[config.mk]
export PLATFORM = sky130hd
export DESIGN_NAME = uart_tx_fifo_flat
export DESIGN_NICKNAME = d
export VERILOG_FILES = /design/src/rtl/uart_tx_fifo_if.sv /design/src/rtl/uart_tx_fifo.sv /design/src/flat_wrapper.sv
export SDC_FILE = /design/constraint.sdc
export NUM_CORES = 1
export LEC_CHECK = 0
export BUFFER_PORTS_ARGS = -buffer_cell sky130_fd_sc_hd__buf_2
export CORE_ASPECT_RATIO = 1.75
export CORE_MARGIN = 8
export CORE_UTILIZATION = 55
export DETAILED_ROUTE_END_ITERATION = 10
export GPL_TIMING_DRIVEN = 0
export PLACE_DENSITY_LB_ADDON = 0.05
export SYNTH_ARGS = -nofsm -noshare
export SYNTH_HDL_FRONTEND = slang
export SYNTH_SLANG_ARGS = --single-unit
[constraint.sdc]
create_clock -name clk -period 10 [get_ports clk]
set_clock_uncertainty 0.1 [all_clocks]
set_input_delay 0.5 -clock clk [delete_from_list [all_inputs] [get_ports clk]]
set_output_delay 0.5 -clock clk [all_outputs]
set_load 0.02 [all_outputs]
[src/rtl/uart_tx_fifo_if.sv]
// CPU-side register/bus bundle for uart_tx_fifo: byte and divisor writes in, FIFO/FSM status out.
interface uart_tx_fifo_if;
  logic        data_we;
  logic [7:0]  data_in;
  logic        div_we;
  logic [15:0] div_in;
  logic        fifo_full;
  logic        fifo_empty;
  logic        busy;
  logic        overflow;

  modport master (
    output data_we, data_in, div_we, div_in,
    input  fifo_full, fifo_empty, busy, overflow
  );

  modport slave (
    input  data_we, data_in, div_we, div_in,
    output fifo_full, fifo_empty, busy, overflow
  );
endinterface

[src/rtl/uart_tx_fifo.sv]
// Byte FIFO feeding an 8N1 UART transmitter with a programmable baud divisor.
// Define UART_TX_PARITY_EN to insert an even-parity bit between the data bits and the stop bit.
module uart_tx_fifo #(
  parameter int DEPTH   = 16,
  parameter int DIV_RST = 433
) (
  input  logic          clk,
  input  logic          rst_n,
  uart_tx_fifo_if.slave bus,
  output logic          tx,
  output logic          frame_done,
  output logic [7:0]    frame_byte
);

  localparam int AW = (DEPTH > 1) ? $clog2(DEPTH) : 1;
  localparam int CW = AW + 1;
  localparam logic [CW-1:0] FULL_CNT = CW'(DEPTH);
  localparam logic [CW-1:0] CNT_ONE  = CW'(1);
  localparam logic [AW-1:0] PTR_ONE  = AW'(1);
  localparam logic [15:0]   DIV_INIT = 16'(DIV_RST);

  typedef enum logic [2:0] {
    IDLE   = 3'd0,
    START  = 3'd1,
    DATA   = 3'd2,
    STOP   = 3'd3
`ifdef UART_TX_PARITY_EN
    , PARITY = 3'd4
`endif
  } state_t;

`ifdef UART_TX_PARITY_EN
  function automatic logic parity8(input logic [7:0] d);
    return ^d;
  endfunction
`endif

  logic [7:0]    mem_r [DEPTH];
  logic [AW-1:0] wr_ptr_r;
  logic [AW-1:0] rd_ptr_r;
  logic [CW-1:0] count_r;
  logic [CW-1:0] count_next_s;
  logic          fifo_full_r;
  logic          fifo_empty_r;
  logic          overflow_r;
  logic          push_s;
  logic          pop_s;
  logic          bit_end_s;
  logic [7:0]    head_s;

  state_t        state_r;
  logic [15:0]   div_r;
  logic [15:0]   div_lat_r;
  logic [15:0]   cnt_r;
  logic [7:0]    shift_r;
  logic [7:0]    byte_r;
  logic [2:0]    idx_r;
  logic          tx_r;
  logic          busy_r;
  logic          frame_done_r;
  logic [7:0]    frame_byte_r;

  // Push/pop decisions and next FIFO occupancy; full is judged before any same-cycle pop.
  always_comb begin
    push_s    = bus.data_we && !fifo_full_r;
    bit_end_s = (cnt_r == div_lat_r);
    head_s    = mem_r[rd_ptr_r];
    pop_s     = 1'b0;
    if (!fifo_empty_r) begin
      if (state_r == IDLE) begin
        pop_s = 1'b1;
      end else if ((state_r == STOP) && bit_end_s) begin
        pop_s = 1'b1;
      end else begin
        pop_s = 1'b0;
      end
    end else begin
      pop_s = 1'b0;
    end
    case ({push_s, pop_s})
      2'b10:   count_next_s = count_r + CNT_ONE;
      2'b01:   count_next_s = count_r - CNT_ONE;
      default: count_next_s = count_r;
    endcase
  end

  // FIFO pointers, occupancy and registered status flags.
  always_ff @(posedge clk or negedge rst_n) begin
    if (!rst_n) begin
      wr_ptr_r     <= {AW{1'b0}};
      rd_ptr_r     <= {AW{1'b0}};
      count_r      <= {CW{1'b0}};
      fifo_full_r  <= 1'b0;
      fifo_empty_r <= 1'b1;
      overflow_r   <= 1'b0;
    end else begin
      if (push_s) begin
        wr_ptr_r <= wr_ptr_r + PTR_ONE;
      end
      if (pop_s) begin
        rd_ptr_r <= rd_ptr_r + PTR_ONE;
      end
      count_r      <= count_next_s;
      fifo_full_r  <= (count_next_s == FULL_CNT);
      fifo_empty_r <= (count_next_s == {CW{1'b0}});
      overflow_r   <= bus.data_we && fifo_full_r;
    end
  end

  // FIFO storage; contents need no reset because occupancy gates every read.
  always_ff @(posedge clk) begin
    if (push_s) begin
      mem_r[wr_ptr_r] <= bus.data_in;
    end
  end

  // Software-visible divisor; an in-flight frame keeps its own latched copy.
  always_ff @(posedge clk or negedge rst_n) begin
    if (!rst_n) begin
      div_r <= DIV_INIT;
    end else if (bus.div_we) begin
      div_r <= bus.div_in;
    end
  end

  // Transmit FSM: every output is set on the edge that enters the state it belongs to.
  always_ff @(posedge clk or negedge rst_n) begin
    if (!rst_n) begin
      state_r      <= IDLE;
      div_lat_r    <= DIV_INIT;
      cnt_r        <= 16'd0;
      shift_r      <= 8'd0;
      byte_r       <= 8'd0;
      idx_r        <= 3'd0;
      tx_r         <= 1'b1;
      busy_r       <= 1'b0;
      frame_done_r <= 1'b0;
      frame_byte_r <= 8'd0;
    end else begin
      frame_done_r <= 1'b0;
      case (state_r)
        IDLE: begin
          cnt_r <= 16'd0;
          if (pop_s) begin
            shift_r   <= head_s;
            byte_r    <= head_s;
            div_lat_r <= div_r;
            tx_r      <= 1'b0;
            busy_r    <= 1'b1;
            state_r   <= START;
          end else begin
            tx_r   <= 1'b1;
            busy_r <= 1'b0;
          end
        end
        START: begin
          if (bit_end_s) begin
            cnt_r   <= 16'd0;
            idx_r   <= 3'd0;
            tx_r    <= shift_r[0];
            state_r <= DATA;
          end else begin
            cnt_r <= cnt_r + 16'd1;
          end
        end
        DATA: begin
          if (bit_end_s) begin
            cnt_r <= 16'd0;
            if (idx_r == 3'd7) begin
`ifdef UART_TX_PARITY_EN
              tx_r    <= parity8(byte_r);
              state_r <= PARITY;
`else
              tx_r    <= 1'b1;
              state_r <= STOP;
`endif
            end else begin
              shift_r <= {1'b0, shift_r[7:1]};
              tx_r    <= shift_r[1];
              idx_r   <= idx_r + 3'd1;
            end
          end else begin
            cnt_r <= cnt_r + 16'd1;
          end
        end
`ifdef UART_TX_PARITY_EN
        PARITY: begin
          if (bit_end_s) begin
            cnt_r   <= 16'd0;
            tx_r    <= 1'b1;
            state_r <= STOP;
          end else begin
            cnt_r <= cnt_r + 16'd1;
          end
        end
`endif
        STOP: begin
          if (bit_end_s) begin
            cnt_r        <= 16'd0;
            frame_done_r <= 1'b1;
            frame_byte_r <= byte_r;
            if (pop_s) begin
              // Back-to-back: next frame starts with no idle bit in between.
              shift_r   <= head_s;
              byte_r    <= head_s;
              div_lat_r <= div_r;
              tx_r      <= 1'b0;
              state_r   <= START;
            end else begin
              tx_r    <= 1'b1;
              busy_r  <= 1'b0;
              state_r <= IDLE;
            end
          end else begin
            cnt_r <= cnt_r + 16'd1;
          end
        end
        default: begin
          cnt_r   <= 16'd0;
          tx_r    <= 1'b1;
          busy_r  <= 1'b0;
          state_r <= IDLE;
        end
      endcase
    end
  end

  assign bus.fifo_full  = fifo_full_r;
  assign bus.fifo_empty = fifo_empty_r;
  assign bus.busy       = busy_r;
  assign bus.overflow   = overflow_r;
  assign tx             = tx_r;
  assign frame_done     = frame_done_r;
  assign frame_byte     = frame_byte_r;

endmodule

[src/flat_wrapper.sv]
// flat-port wrapper written by rule: the top's interface ports become plain ports
module uart_tx_fifo_flat 
#(
  parameter int DEPTH   = 16,
  parameter int DIV_RST = 433
)
  (clk, rst_n, tx, frame_done, frame_byte, bus_data_we, bus_data_in, bus_div_we, bus_div_in, bus_fifo_full, bus_fifo_empty, bus_busy, bus_overflow);
  uart_tx_fifo_if bus_i ();
  input  logic clk;
  input  logic rst_n;
  output logic tx;
  output logic frame_done;
  output logic [7:0] frame_byte;
  input wire logic [$bits(bus_i.data_we)-1:0] bus_data_we;
  input wire logic [$bits(bus_i.data_in)-1:0] bus_data_in;
  input wire logic [$bits(bus_i.div_we)-1:0] bus_div_we;
  input wire logic [$bits(bus_i.div_in)-1:0] bus_div_in;
  output wire logic [$bits(bus_i.fifo_full)-1:0] bus_fifo_full;
  output wire logic [$bits(bus_i.fifo_empty)-1:0] bus_fifo_empty;
  output wire logic [$bits(bus_i.busy)-1:0] bus_busy;
  output wire logic [$bits(bus_i.overflow)-1:0] bus_overflow;
  assign bus_i.data_we = bus_data_we;
  assign bus_i.data_in = bus_data_in;
  assign bus_i.div_we = bus_div_we;
  assign bus_i.div_in = bus_div_in;
  assign bus_fifo_full = bus_i.fifo_full;
  assign bus_fifo_empty = bus_i.fifo_empty;
  assign bus_busy = bus_i.busy;
  assign bus_overflow = bus_i.overflow;
  uart_tx_fifo #(.DEPTH(DEPTH), .DIV_RST(DIV_RST)) u_core (.clk(clk), .rst_n(rst_n), .bus(bus_i), .tx(tx), .frame_done(frame_done), .frame_byte(frame_byte));
endmodule
* Word level (Yosys, flattened, before mapping)
Memory sizes are Yosys's and may differ from the RTL's. Cells that the tools add are included.
Storage, ports and cells: RAM bits 128, register bits after elaboration 97, word-level logic and storage cells 100, memories kept 1, bits of input ports 28
Memories:
- u_core.mem_r | depth 16, bits a word 8, rd ports 1, clocked after Yosys merged registers in 0, write ports 1, line uart_tx_fifo.sv:38 | logic [7:0] mem_r [DEPTH];
Operators by class: bitwise operators 1, reduce and logical (&&, ||, !) cells 18, add/sub/neg operators 6, equal/unequal tests 15, muxes and demuxes 42
Operator list (number):
- two-way mux 16 bit | 4
- two-way mux 8 bit | 6
- one-hot mux 16 bit (2 select lines) | 1
- two-way mux 3 bit | 8
- one-hot mux 8 bit (3 select lines) | 1
- adder 16 x 1 -> 16 bit (second input constant) | 1
- == test 16 bit | 1
- two-way mux 1 bit | 16
- one-hot mux 8 bit (2 select lines) | 1
- one-hot mux 3 bit (4 select lines) | 1
- inequality test 2 x 1 -> 1 bit (second input constant) | 5
- one-hot mux 5 bit (2 select lines) | 1
- adder 4 x 1 -> 4 bit (second input constant) | 2
- AND reduction 4 bit | 2
- == test 3 x 2 -> 1 bit (second input constant) | 2
- one-hot mux 3 bit (2 select lines) | 1
- AND reduction 3 bit | 2
- adder 5 x 1 -> 5 bit (second input constant) | 1
- == test 5 bit (second input constant) | 1
- zero test 5 bit | 1
- AND reduction 5 bit | 1
- subtractor 5 x 1 -> 5 bit (second input constant) | 1
- inequality test 2 bit (second input constant) | 2
- one-hot mux 1 bit (4 select lines) | 1
- other kinds (15) | 19

* Logic depth before layout (Yosys ltp)
Gate-level depths: netlist of run 1.
word-level depth 8, depth in mapped cells 15, gate-level depth less buffers 13

* Worst setup path after synthesis of run 1
Ideal clock, no wire load.
path kind register to register, start point register u_core.div_lat_r[4], end point register u_core.fifo_full_r (netlist: u_core.bus.fifo_full), buffers on the path 2, data required time 9827 ps, setup slack 6112 ps, data arrival time 3715 ps, clock period less this slack 3888 ps, cell stages (with the launch flop) 16, library setup time 73 ps, path through dfstp_2 xnor2_1 nand4_1 or4_1 o31ai_2 buf_2 ha_1 clkbuf_1 xor2_1 ha_1 a21oi_1 xor2_1 nor2_1 xor2_1 or4_1 nor2b_1
On the way: cells in the longest elaborated chain, start to end 8, elaborated cells on any way between the ends 9, classes of those cells 4 x eq/ne; 4 x mux; 1 x reduce/logical
Ends and longest elaborated chain:
- start, declared | line uart_tx_fifo.sv:53 | logic [15:0] div_lat_r;
- start signal, assigned | line uart_tx_fifo.sv:147 | div_lat_r <= div_r;
- start signal, assigned | line uart_tx_fifo.sv:206 | div_lat_r <= div_r;
- == test 16 bit * | line uart_tx_fifo.sv:66 | bit_end_s = (cnt_r == div_lat_r);
- logical AND 1 bit * | line uart_tx_fifo.sv:72 | end else if ((state_r == STOP) && bit_end_s) begin
- two-way mux 1 bit * | line uart_tx_fifo.sv:72
- two-way mux 1 bit * | line uart_tx_fifo.sv:70 | if (state_r == IDLE) begin
- two-way mux 1 bit * | line uart_tx_fifo.sv:69 | if (!fifo_empty_r) begin
- == test 2 x 1 -> 1 bit / == test 2 bit (equally long branches) | line uart_tx_fifo.sv:80 | case ({push_s, pop_s})
- one-hot mux 5 bit (2 select lines) * | line uart_tx_fifo.sv:80
- named net u_core.count_next_s[2] | line uart_tx_fifo.sv:42 | logic [CW-1:0] count_next_s;
- == test 5 bit * | line uart_tx_fifo.sv:104 | fifo_full_r <= (count_next_s == FULL_CNT);
- end signal, assigned | line uart_tx_fifo.sv:104
- end, declared | line uart_tx_fifo.sv:43 | logic fifo_full_r;
Mark *: on every way through the listed nets, which the timed path passes. The rest lies on a longest branch. A chain may end at the register's enable or synchronous reset.

* Final worst setup path of run 1
start point register u_core.div_lat_r[5], end point register u_core.fifo_full_r (netlist: u_core.bus.fifo_full)
The elaborated chain is that of the path after synthesis.

==> run summary, run 1 <==
Antenna diodes: 0
measured slew at the worst slew-check pin: 703.3 ps
Wirelength per Cell: 21.04 um
Peak supply drop: 0.2098 mV
Fillers: 1,272
RSZ-0062 raised after global routing: false
Final WS setup: 5484 ps
Initial Util: 0.5598
total CTS buffers: 21
height of the die: 189.7 um
H-tree depth: 1
Netlist cell types: 48
worst path cell trace: xnor2_1 -> nand4_1 -> or4_1 -> o31ai_2 -> buf_2 -> ha_1 -> clkbuf_1 -> xor2_1 -> ha_1 -> a21oi_1 -> xor2_1 -> nor2_1 -> xor2_1 -> or4_1 -> nor2b_1
HP Class: in -> reg
WL final: 19,240 um
Syn Std Cell Area: 0.009487 mm^2
RR Endpoint: u_core.bus.fifo_full
Synth Flop Type: edfxtp_1
nets: 716
Avg Inst Size Synth: 15.63 um^2
# Max-Cap Violations: 0
vias in the first global route: 5,653
CTS Sinks: 224
Max clock buf depth: 3
fraction of layout cells with a size suffix above 1: 0.2489
Util after Layout: 0.6317
Core ar.: 0.01695 mm^2
drt via density: 5.783
Setup WS pre-CTS: 5507 ps
area occupied by multi-input gates: 0.003065 mm^2
Worst Hold Path EP: u_core.bus.overflow
root buffer cell: clkbuf_16
Remaining DRCs: 0
first-pass GRT wire length: 30,760 um
Leak Pwr: 4.103 nW
Die W: 115.3 um
First DRT Iteration DRCs: 354
Most Frequent Cell on Critical Path: xor2_1
vias after detailed routing: 5,286
final hold vios: 0
Area Growth Syn to Fin: 12.86%
Seq/Total Area, Yosys: 0.6600
#FFs+latches synth: 224
type of origin of the critical path: register
critical path arrival: 4820 ps
slowest stage delay, CP: 670 ps
FF-to-FF path depth: 15
final setup vio count: 0
EDFF count, synth: 128
Worst-path clk slew: 60 ps
status: finished, final reports clean
largest net degree at the start of global routing: 53
normalized max-slew margin: 0.5312
initial antenna violation count: 0
Crit Reg-Reg Startpoint: u_core.div_lat_r[5]
Post-synth ARST share: 0.4286
num rows: 63
Syn Nets: 651
Routed Antenna Nets: 0
cell count after synthesis: 607
commonest non-fill, non-tap cells in the layout: edfxtp_1 (128), dfrtp_1 (84), mux2_2 (47)
HP Start: bus_data_we
R2R setup slack: 5480 ps
DRT Pass-1 Iters: 5
fmax: 221.4 MHz
critical-path maximum fanout: 11
Slowest-stage cell, CP: or4_1
# port buffers: 40
GPL Wtd Cong: 0.8615
crit share post-route: 0.4516
FF+latch area: 0.006261 mm^2
max-slew violation count: 0
most common cell after layout, fill and taps aside: edfxtp_1
total chip power: 0.003154 W
Pwr per Cell Area: 294.5 mW/mm^2
Ports: 42
post-DP HPWL: 14,060 um
setup_tns: 0 ps
Total GRT Usage: 0.1838
Yosys warnings: 0
CTS tree: built
Post-DP Area: 0.01000 mm^2
critical path class: reg -> reg
Die Area: 0.02187 mm^2
grt ovf: 0
CP endpoint kind: register
fin area: 0.01071 mm^2
Required @ worst endpoint: 10,310 ps
clk_lat worst skew: 490 ps
hold path cells: 2
min Tclk post-route: 4516 ps
==> registers in the layout, indices dropped and copies added, names as in the netlist, 2 cells and up <==
name / count
u_core.byte_r: 8
u_core.cnt_r: 16
u_core.count_r: 5
u_core.div_lat_r: 16
u_core.div_r: 16
u_core.frame_byte: 8
u_core.idx_r: 3
u_core.mem_r: 128
u_core.rd_ptr_r: 4
u_core.shift_r: 8
u_core.state_r: 2
u_core.wr_ptr_r: 4
==> synthesized netlist by cell type (2+ instances only) <==
cell / n / area (um^2)
edfxtp_1: 128 / 3844
dfrtp_1: 84 / 2102
mux2_2: 47 / 529.3
nor2_1: 28 / 105.1
xnor2_1: 26 / 227.7
mux2i_1: 24 / 240.2
mux4_2: 23 / 518.0
nand2_1: 21 / 78.83
nand3_1: 19 / 95.09
and2_1: 18 / 112.6
a22oi_1: 16 / 120.1
clkbuf_1: 16 / 60.06
ha_1: 16 / 200.2
xor2_1: 16 / 140.1
o21ai_0: 13 / 65.06
dfstp_2: 12 / 315.3
inv_1: 10 / 37.54
nand2b_1: 9 / 56.30
a21oi_1: 7 / 35.03
a32oi_1: 7 / 61.31
nand4_1: 7 / 43.79
o221ai_1: 7 / 61.31
nor2b_1: 6 / 37.54
buf_2: 5 / 25.02
mux2_1: 5 / 56.30
a221oi_1: 4 / 35.03
a22o_1: 4 / 35.03
and3_1: 3 / 18.77
nor3_1: 3 / 15.01
buf_6: 2 / 22.52
o211ai_1: 2 / 15.01
o32a_1: 2 / 20.02
or4_1: 2 / 15.01
==> through the flow <==
step / hold slack (ps) / std cells
2_1_floorplan: 104.4 / 607
3_3_place_gp: 364.3 / 874
3_5_place_dp: 367.5 / 875
4_1_cts: 117.8 / 914
5_1_grt: 126.7 / 914
6_report: 132.7 / 914
==> cells by family (layout without fill, tap and decap cells) <==
kind of cell / Yosys count / in the layout / share of synthesized area
DFF: 224 / 224 / 0.6600
and+or+nand+nor: 122 / 122 / 0.06766
muxes: 99 / 99 / 0.1417
AOI/OAI and AO/OA: 68 / 68 / 0.05394
xor gates and xnor gates: 42 / 42 / 0.03878
buffers and inverters: 36 / 116 / 0.01688
adders and majority gates: 16 / 16 / 0.02110
==> final cells by class <==
class / instances / share of cell area
Inverter: 11 / 0.003856
Buffer: 25 / 0.01110
Clock inverter: 16 / 0.01554
Multi-Input combinational cell: 347 / 0.2863
Sequential cell: 224 / 0.5848
Timing Repair Buffer: 42 / 0.02244
Tap cell: 227 / 0.02653
Clock buffer: 22 / 0.04943
==> layer usage <==
| layer | global-route usage | share of wire |
|---|---|---|
| met3 | 0.02095 | 0.033 |
| met4 | 0.06304 | 0.030 |
| met2 | 0.3600 | 0.57 |
| met1 | 0.1938 | 0.36 |
| met5 | 0 | 0 |
==> worst max path at each step <==
| stage | start | to | slack [ps] |
|---|---|---|---|
| after floorplan | u_core.div_lat_r[4] | u_core.bus.fifo_full | 6110 |
| after global placement | u_core.div_lat_r[4] | u_core.bus.fifo_full | 5540 |
| after detailed placement | u_core.div_lat_r[5] | u_core.bus.fifo_full | 5510 |
| after CTS | u_core.div_lat_r[5] | u_core.bus.fifo_full | 5450 |
| after global routing | u_core.div_lat_r[4] | u_core.bus.fifo_full | 5120 |
| final | u_core.div_lat_r[5] | u_core.bus.fifo_full | 5480 |
==> where the power goes <==
| part | internal (W) | leakage, nW | switching (W) |
|---|---|---|---|
| Combinational | 0.000468 | 1.43 | 0.000593 |
| Clock | 0.000466 | 0.336 | 0.000334 |
| Sequential | 0.00118 | 2.34 | 0.000118 |
==> critical path: cells and delay by family, from the launching register on <==
family	cells	cell delay [ps]
compound gates	2	480
xor+xnor	4	570
fa+ha+maj	2	400
buf+inv	2	600
flops	1	550
simple gates	5	1720
==> timing repair <==
item / 4_1_cts / 5_1_grt
resized for setup: 0 / 0
setup endpoints to repair: 0 / 0
hold buffers: 1 / 0
buffers inserted: 0 / 0
hold endpoints to repair: 42 / 0
(Power assumes the default switching activity.)
==> run 2: changes to the inputs <==
--- a/config.mk
+++ b/config.mk
@@ -5,6 +5,7 @@
 export SDC_FILE = /design/constraint.sdc
 export NUM_CORES = 1
 export LEC_CHECK = 0
+export ABC_AREA = 1
 export BUFFER_PORTS_ARGS = -buffer_cell sky130_fd_sc_hd__buf_2
 export CORE_ASPECT_RATIO = 1.75
 export CORE_MARGIN = 8
==> constraint.sdc (replaced) <==
create_clock -name clk -period 4.6 [get_ports clk]
set_clock_uncertainty 0.1 [all_clocks]
set_input_delay 0.23 -clock clk [delete_from_list [all_inputs] [get_ports clk]]
set_output_delay 0.23 -clock clk [all_outputs]
set_load 0.02 [all_outputs]
==> run 2 against run 1 <==
  * Cell count rose by 41%
  * Hold slack got worse by 81 ps
  * Total power up 120%
  * Global-route usage increased by 3.1 points
  * Sequential share of layout area decreased by 2.3 points
  * Critical path depth rose by 7
  * Die area up 3.1%
  * Clock power rose by 100%
  * Clock-buffer cell count increased by 6
  * Fmax grew 23%
  * Register-to-register slack lost 4600 ps
  * First-iteration DRC count increased by 45%
==> run summary, run 2 <==
Initial Util: 0.5601 (was 0.5598)
first-pass GRT wire length: 36,200 um (was 30,760 um)
XOR/XNOR share of the synthesized area: 0.01427 (was 0.03878)
Post-synth ARST share: 0.4286 (unchanged)
initial antenna violation count: 0 (unchanged)
Final WS setup: 917.6 ps (was 5484 ps)
num rows: 64 (was 63)
Max clock buf depth: 3 (unchanged)
fmax: 271.6 MHz (was 221.4 MHz)
Syn Nets: 1,010 (was 651)
largest net degree at the start of global routing: 70 (was 53)
EDFF count, synth: 128 (unchanged)
Biggest register: u_core.mem_r (unchanged)
Total GRT Usage: 0.2150 (was 0.1838)
fraction of layout cells with a size suffix above 1: 0.1177 (was 0.2489)
Routed Antenna Nets: 0 (unchanged)
# Max-Cap Violations: 0 (unchanged)
cell count after synthesis: 966 (was 607)
setup_tns: 0 ps (unchanged)
max-slew violation count: 0 (unchanged)
Die W: 117.0 um (was 115.3 um)
Ports: 42 (unchanged)
Required @ worst endpoint: 4900 ps (was 10,310 ps)
Peak supply drop: 0.3911 mV (was 0.2098 mV)
leading area contributor after synthesis: edfxtp_1 (unchanged)
WL final: 23,260 um (was 19,240 um)
mux contribution to synthesized area: 0.01949 (was 0.1417)
Pwr per Cell Area: 625.2 mW/mm^2 (was 294.5 mW/mm^2)
grt ovf: 0 (unchanged)
most common cell after layout, fill and taps aside: nand2_1 (was edfxtp_1)
Die Area: 0.02256 mm^2 (was 0.02187 mm^2)
nets: 1,092 (was 716)
Syn Std Cell Area: 0.009823 mm^2 (was 0.009487 mm^2)
type of origin of the critical path: register (unchanged)
DRT Pass-1 Iters: 4 (was 5)
First DRT Iteration DRCs: 515 (was 354)
critical path arrival: 3990 ps (was 4820 ps)
Avg Inst Size Synth: 10.17 um^2 (was 15.63 um^2)
root buffer cell: clkbuf_16 (unchanged)
final setup vio count: 0 (unchanged)
HP Class: in -> reg (unchanged)
Setup WS pre-CTS: 898.0 ps (was 5507 ps)
status: finished, final reports clean (unchanged)
post-DP HPWL: 16,750 um (was 14,060 um)
Util after Layout: 0.6351 (was 0.6317)
Netlist cell types: 36 (was 48)
RSZ-0062 raised after global routing: false (unchanged)
GPL Wtd Cong: 0.8255 (was 0.8615)
Leak Pwr: 4.798 nW (was 4.103 nW)
min Tclk post-route: 3682 ps (was 4516 ps)
PostCTS Resize Cnt: 0 (unchanged)
Synth Flop Type: edfxtp_1 (unchanged)
drt via density: 5.284 (was 5.783)
# port buffers: 40 (unchanged)
main combinational cell family by area after synthesis: simple AND/OR/NAND/NOR gates (was multiplexers)
normalized max-slew margin: 0.4338 (was 0.5312)
Core ar.: 0.01754 mm^2 (was 0.01695 mm^2)
post-synth top area share: 0.3913 (was 0.4052)
crit share post-route: 0.8005 (was 0.4516)
measured slew at the worst slew-check pin: 846.2 ps (was 703.3 ps)
clk_lat worst skew: 500 ps (was 490 ps)
final hold vios: 0 (unchanged)
CTS tree: built (unchanged)
H-tree depth: 1 (unchanged)
Wirelength per Cell: 17.99 um (was 21.04 um)
Simple-Gate Fraction of Synth Area: 0.2023 (was 0.06766)
commonest cells in the netlist: nand2_1 (296), edfxtp_1 (128), nor2_1 (102), dfrtp_1 (84), nand3_1 (61) (was edfxtp_1 (128), dfrtp_1 (84), mux2_2 (47), nor2_1 (28), xnor2_1 (26))
CTS Sinks: 224 (unchanged)
Worst-path clk slew: 70 ps (was 60 ps)
commonest non-fill, non-tap cells in the layout: nand2_1 (296), edfxtp_1 (128), nor2_1 (102) (was edfxtp_1 (128), dfrtp_1 (84), mux2_2 (47))
critical path class: reg -> reg (unchanged)
total CTS buffers: 21 (unchanged)
critical-path maximum fanout: 11 (unchanged)
#FFs+latches synth: 224 (unchanged)
most frequent cell after synthesis: nand2_1 (was edfxtp_1)
Antenna diodes: 0 (unchanged)
Seq/Total Area, Yosys: 0.6374 (was 0.6600)
Fillers: 1,458 (was 1,272)
vias after detailed routing: 6,832 (was 5,286)
vias in the first global route: 7,010 (was 5,653)
adder-cell share of the synthesized area: 0.02038 (was 0.02110)
Compound-Gate Fraction of Synth Area: 0.06330 (was 0.05394)
Yosys warnings: 0 (unchanged)
Area contributors post-synth: edfxtp_1 (39%), dfrtp_1 (21%), nand2_1 (11%), nor2_1 (3.9%), dfstp_2 (3.2%) (was edfxtp_1 (41%), dfrtp_1 (22%), mux2_2 (5.6%), mux4_2 (5.5%), dfstp_2 (3.3%))
Area Growth Syn to Fin: 13.37% (was 12.86%)
max reg flops: 128 (unchanged)
CP endpoint kind: register (unchanged)
height of the die: 192.8 um (was 189.7 um)
Remaining DRCs: 0 (unchanged)
[run 2: cell count changes in the layout (fill, tap and decap cells not counted), moves of 17 or more]
cell,delta
a21oi_1,+37
and2_1,-18
dlygate4sd3_1,+17
inv_1,+46
mux2_2,-30
mux2i_1,-24
mux4_2,-23
nand2_1,+275
nand3_1,+42
nor2_1,+74
o21ai_0,+33
xnor2_1,-22
[run 2: final timing paths]
check / from / to / slack, ps / depth (start not counted)
max in group asynchronous: rst_n / u_core.bus.fifo_empty / 3570 / 3
min: bus_data_in[6] / u_core.mem_r[0][6] / 50 / 1
min reg2reg: u_core.byte_r[4] / u_core.frame_byte[4] / 370 / 2
max: u_core.cnt_r[10] / u_core.bus.fifo_full / 920 / 22
min in group asynchronous: rst_n / u_core.div_r[2] / 110 / 2
max reg2reg: u_core.cnt_r[10] / u_core.bus.fifo_full / 920 / 22
[run 2: cell families (layout without fill, tap and decap cells)]
family | Yosys count | in the layout
AO/OA/AOI/OAI | 112 | 112
flip-flops | 224 | 224
multiplexers | 17 | 17
adder cells (fa/ha/maj) | 16 | 16
XOR/XNOR | 16 | 16
buffers and inverters | 98 | 194
AND/OR/NAND/NOR | 483 | 483
[run 2: per-stage QoR]
step	hold WS, ps	std cells	cell area (um^2)	power [W]
after floorplan	-165.6	966	9823	0.004567
after global placement	327.7	1237	10310	0.005357
after detailed placement	89.96	1238	10340	0.005404
after CTS	38.82	1293	11140	0.007016
after global routing	38.93	1293	11140	0.007419
final	52.15	1293	11140	0.006963
[run 2: power by group]
| group | internal [W] | switching, W | leakage (nW) |
|---|---|---|---|
| Sequential | 0.00254 | 0.000217 | 2.35 |
| Clock | 0.000895 | 0.000711 | 0.295 |
| Combinational | 0.000810 | 0.00179 | 2.15 |
[run 2: worst max-delay path: stages, from the launching register on]
cell and delay [ps]:
dfrtp_1 450, inv_2 60, nand2_1 60, nand2_1 40, nor2_1 140, nand2_1 160, nor2_4 190, nand3_4 180
nand2_4 120, nand2_4 70, clkinv_2 110, buf_4 190, ha_1 160, clkbuf_1 270, xor2_1 140, ha_1 210
nor2_1 230, nor2_1 80, a21oi_1 130, nand2_1 70, xor2_1 210, inv_1 70, nor2_1 160
[run 2: final cells by class]
type                       count  area, um^2  area share
clock buffer                  28       551.8     0.04955
multi-input combinational    644        3141      0.2820
tap                          231       289.0     0.02595
sequential                   224        6261      0.5622
buffer                        33       176.4     0.01584
timing repair buffer          59       410.4     0.03685
clock inverter                 9       62.56    0.005617
inverter                      65       245.2     0.02202
[run 2: metal layers]
| layer | vias up | GRT usage | part of all wire |
|---|---|---|---|
| met5 | - | 0 | 0 |
| li1 | 3369 | - | - |
| met4 | 0 | 0.09510 | 0.039 |
| met3 | 50 | 0.02382 | 0.037 |
| met1 | 3271 | 0.2027 | 0.34 |
| met2 | 142 | 0.4377 | 0.58 |
[run 2: repair_timing]
item / in CTS / in global routing
buffers inserted: 0 / 0
setup endpoints to repair: 0 / 0
endpoints found under the hold margin: 76 / 0
hold buffers: 18 / 0
==> run 3: changes to the inputs <==
==> constraint.sdc (replaced) <==
create_clock -name clk -period 3.1 [get_ports clk]
set_clock_uncertainty 0.1 [all_clocks]
set_input_delay 0.155 -clock clk [delete_from_list [all_inputs] [get_ports clk]]
set_output_delay 0.155 -clock clk [all_outputs]
set_load 0.02 [all_outputs]
==> run 3 against run 2 <==
  * Core utilization rose by 0.69 points
  * Clock-buffer cell count did not move
  * Via count rose by 0.26%
  * Total power rose by 50%
  * Critical endpoint is now u_core.bus.fifo_empty
  * Largest cell class unchanged
  * Largest power group unchanged
  * Highest routed layer unchanged
==> run summary, run 3 (synthesis results as in run 2) <==
status: finished, final reports clean (unchanged)
fmax: 339.0 MHz (was 271.6 MHz)
H-tree depth: 1 (unchanged)
Required @ worst endpoint: 3420 ps (was 4900 ps)
crit share post-route: 0.9516 (was 0.8005)
WL final: 23,340 um (was 23,260 um)
CTS tree: built (unchanged)
vias after detailed routing: 6,850 (was 6,832)
critical path class: reg -> reg (unchanged)
Setup WS pre-CTS: -602.0 ps (was 898.0 ps)
GPL Wtd Cong: 0.8255 (unchanged)
# Max-Cap Violations: 0 (unchanged)
min Tclk post-route: 2950 ps (was 3682 ps)
final setup vio count: 0 (unchanged)
Area Growth Syn to Fin: 14.61% (was 13.37%)
height of the die: 192.8 um (unchanged)
Fillers: 1,438 (was 1,458)
area occupied by multi-input gates: 0.003181 mm^2 (was 0.003141 mm^2)
max-slew violation count: 0 (unchanged)
Worst-path clk slew: 60 ps (was 70 ps)
setup_tns: 0 ps (unchanged)
first-pass GRT wire length: 36,290 um (was 36,200 um)
measured slew at the worst slew-check pin: 840.5 ps (was 846.2 ps)
R2R setup slack: 150 ps (was 920 ps)
most common cell after layout, fill and taps aside: nand2_1 (unchanged)
Final WS setup: 150.1 ps (was 917.6 ps)
Remaining DRCs: 0 (unchanged)
total CTS buffers: 21 (unchanged)
Initial Util: 0.5601 (unchanged)
Metal-1 WL: 7945 um (was 8021 um)
drt via density: 5.269 (was 5.284)
Routed Antenna Nets: 0 (unchanged)
vias in the first global route: 7,033 (was 7,010)
post-DP HPWL: 16,750 um (unchanged)
clk_lat worst skew: 500 ps (about the same)
CTS Sinks: 224 (unchanged)
Total GRT Usage: 0.2157 (was 0.2150)
Die Area: 0.02256 mm^2 (unchanged)
Antenna diodes: 0 (unchanged)
critical path arrival: 3270 ps (was 3990 ps)
top routing layer in use: met4 (unchanged)
Wirelength per Cell: 17.95 um (was 17.99 um)
grt ovf: 0 (unchanged)
commonest non-fill, non-tap cells in the layout: nand2_1 (295), edfxtp_1 (128), nor2_1 (98) (was nand2_1 (296), edfxtp_1 (128), nor2_1 (102))
FF+latch area: 0.006265 mm^2 (was 0.006261 mm^2)
DR WL met3: 976 um (was 856 um)
fraction of layout cells with a size suffix above 1: 0.1310 (was 0.1177)
Core ar.: 0.01754 mm^2 (unchanged)
critical-path maximum fanout: 15 (was 11)
Peak supply drop: 0.5814 mV (was 0.3911 mV)
Max clock buf depth: 3 (unchanged)
Ports: 42 (unchanged)
Pwr per Cell Area: 925.0 mW/mm^2 (was 625.2 mW/mm^2)
type of origin of the critical path: register (unchanged)
nets: 1,099 (was 1,092)
root buffer cell: clkbuf_16 (unchanged)
met2 WL: 13,360 um (was 13,460 um)
initial antenna violation count: 0 (unchanged)
DRT Pass-1 Iters: 4 (unchanged)
Biggest register: u_core.mem_r (unchanged)
Leak Pwr: 4.834 nW (was 4.798 nW)
Die W: 117.0 um (unchanged)
CP endpoint kind: register (unchanged)
RSZ-0062 raised after global routing: false (unchanged)
HP Class: in -> reg (unchanged)
final hold vios: 0 (unchanged)
First DRT Iteration DRCs: 538 (was 515)
max reg flops: 128 (unchanged)
normalized max-slew margin: 0.4376 (was 0.4338)
num rows: 64 (unchanged)
largest net degree at the start of global routing: 70 (unchanged)
# port buffers: 40 (unchanged)
-- run 3: final timing paths --
path	from	to	cells past startpoint
setup / recovery	u_core.cnt_r[3]	u_core.bus.fifo_empty	18
hold / removal	bus_data_in[0]	u_core.mem_r[12][0]	1
setup reg to reg	u_core.cnt_r[3]	u_core.bus.fifo_empty	18
hold reg to reg	u_core.bus.busy	u_core.bus.busy	2
max in group asynchronous	rst_n	u_core.div_r[8]	3
min in group asynchronous	rst_n	u_core.div_r[2]	2
-- run 3: area by class of cell --
type	instances	area share
inverters	65	0.02278
flip-flops and latches	224	0.5565
plain buffers	31	0.01467
multi-input cells	644	0.2825
well taps	231	0.02567
clock buffers	28	0.04901
clock inverters	9	0.005557
repair buffers	68	0.04334
-- run 3: what timing repair did --
action	in CTS	in global routing
resized for setup	9	6
buffers inserted	1	4
endpoints found under the hold margin	169	0
hold buffers	22	0
pin swaps	2	6
endpoints found under the setup margin	6	2
-- run 3: worst max-delay path, cell delays in order (launching register included) --
cell      delay, ps
dfrtp_2         440
xor2_1          170
nor2_1          170
nand2_1         120
nor2_4          160
nand3_4         100
nand2_4          80
nand2_4          90
clkinv_8        110
ha_4            180
xor2_2           80
ha_1            200
nor2_2          150
nor2_1           70
a21oi_1         120
nand2_1         100
xor2_2          190
buf_4           140
nor2_1           90
-- run 3: power by group --
part	internal, W	switching (W)	total, W
logic	0.00125	0.00269	0.00394
registers	0.00377	0.000326	0.00410
clock network	0.00133	0.00105	0.00238
total	0.00635	0.00406	0.0104
-- run 3: per-layer routing --
metal  GRT usage  vias up
met4     0.09856        0
met3     0.02413       54
met2      0.4364      147
li1            -     3378
met1      0.2044     3271
met5           0        -
-- run 3: stage by stage --
stage | std cells | util | total power [W] | hold WS (ps) | instance area, um^2
3_5_place_dp | 1238 | 0.5898 | 0.008018 | 14.96 | 10340
6_report | 1300 | 0.6420 | 0.01041 | 16.24 | 11260
3_3_place_gp | 1237 | 0.5880 | 0.007949 | 252.7 | 10310
2_1_floorplan | 966 | - | 0.006776 | -240.6 | 9823
5_1_grt | 1300 | 0.6420 | 0.01110 | 12.53 | 11260
4_1_cts | 1296 | 0.6391 | 0.01044 | 5.883 | 11210
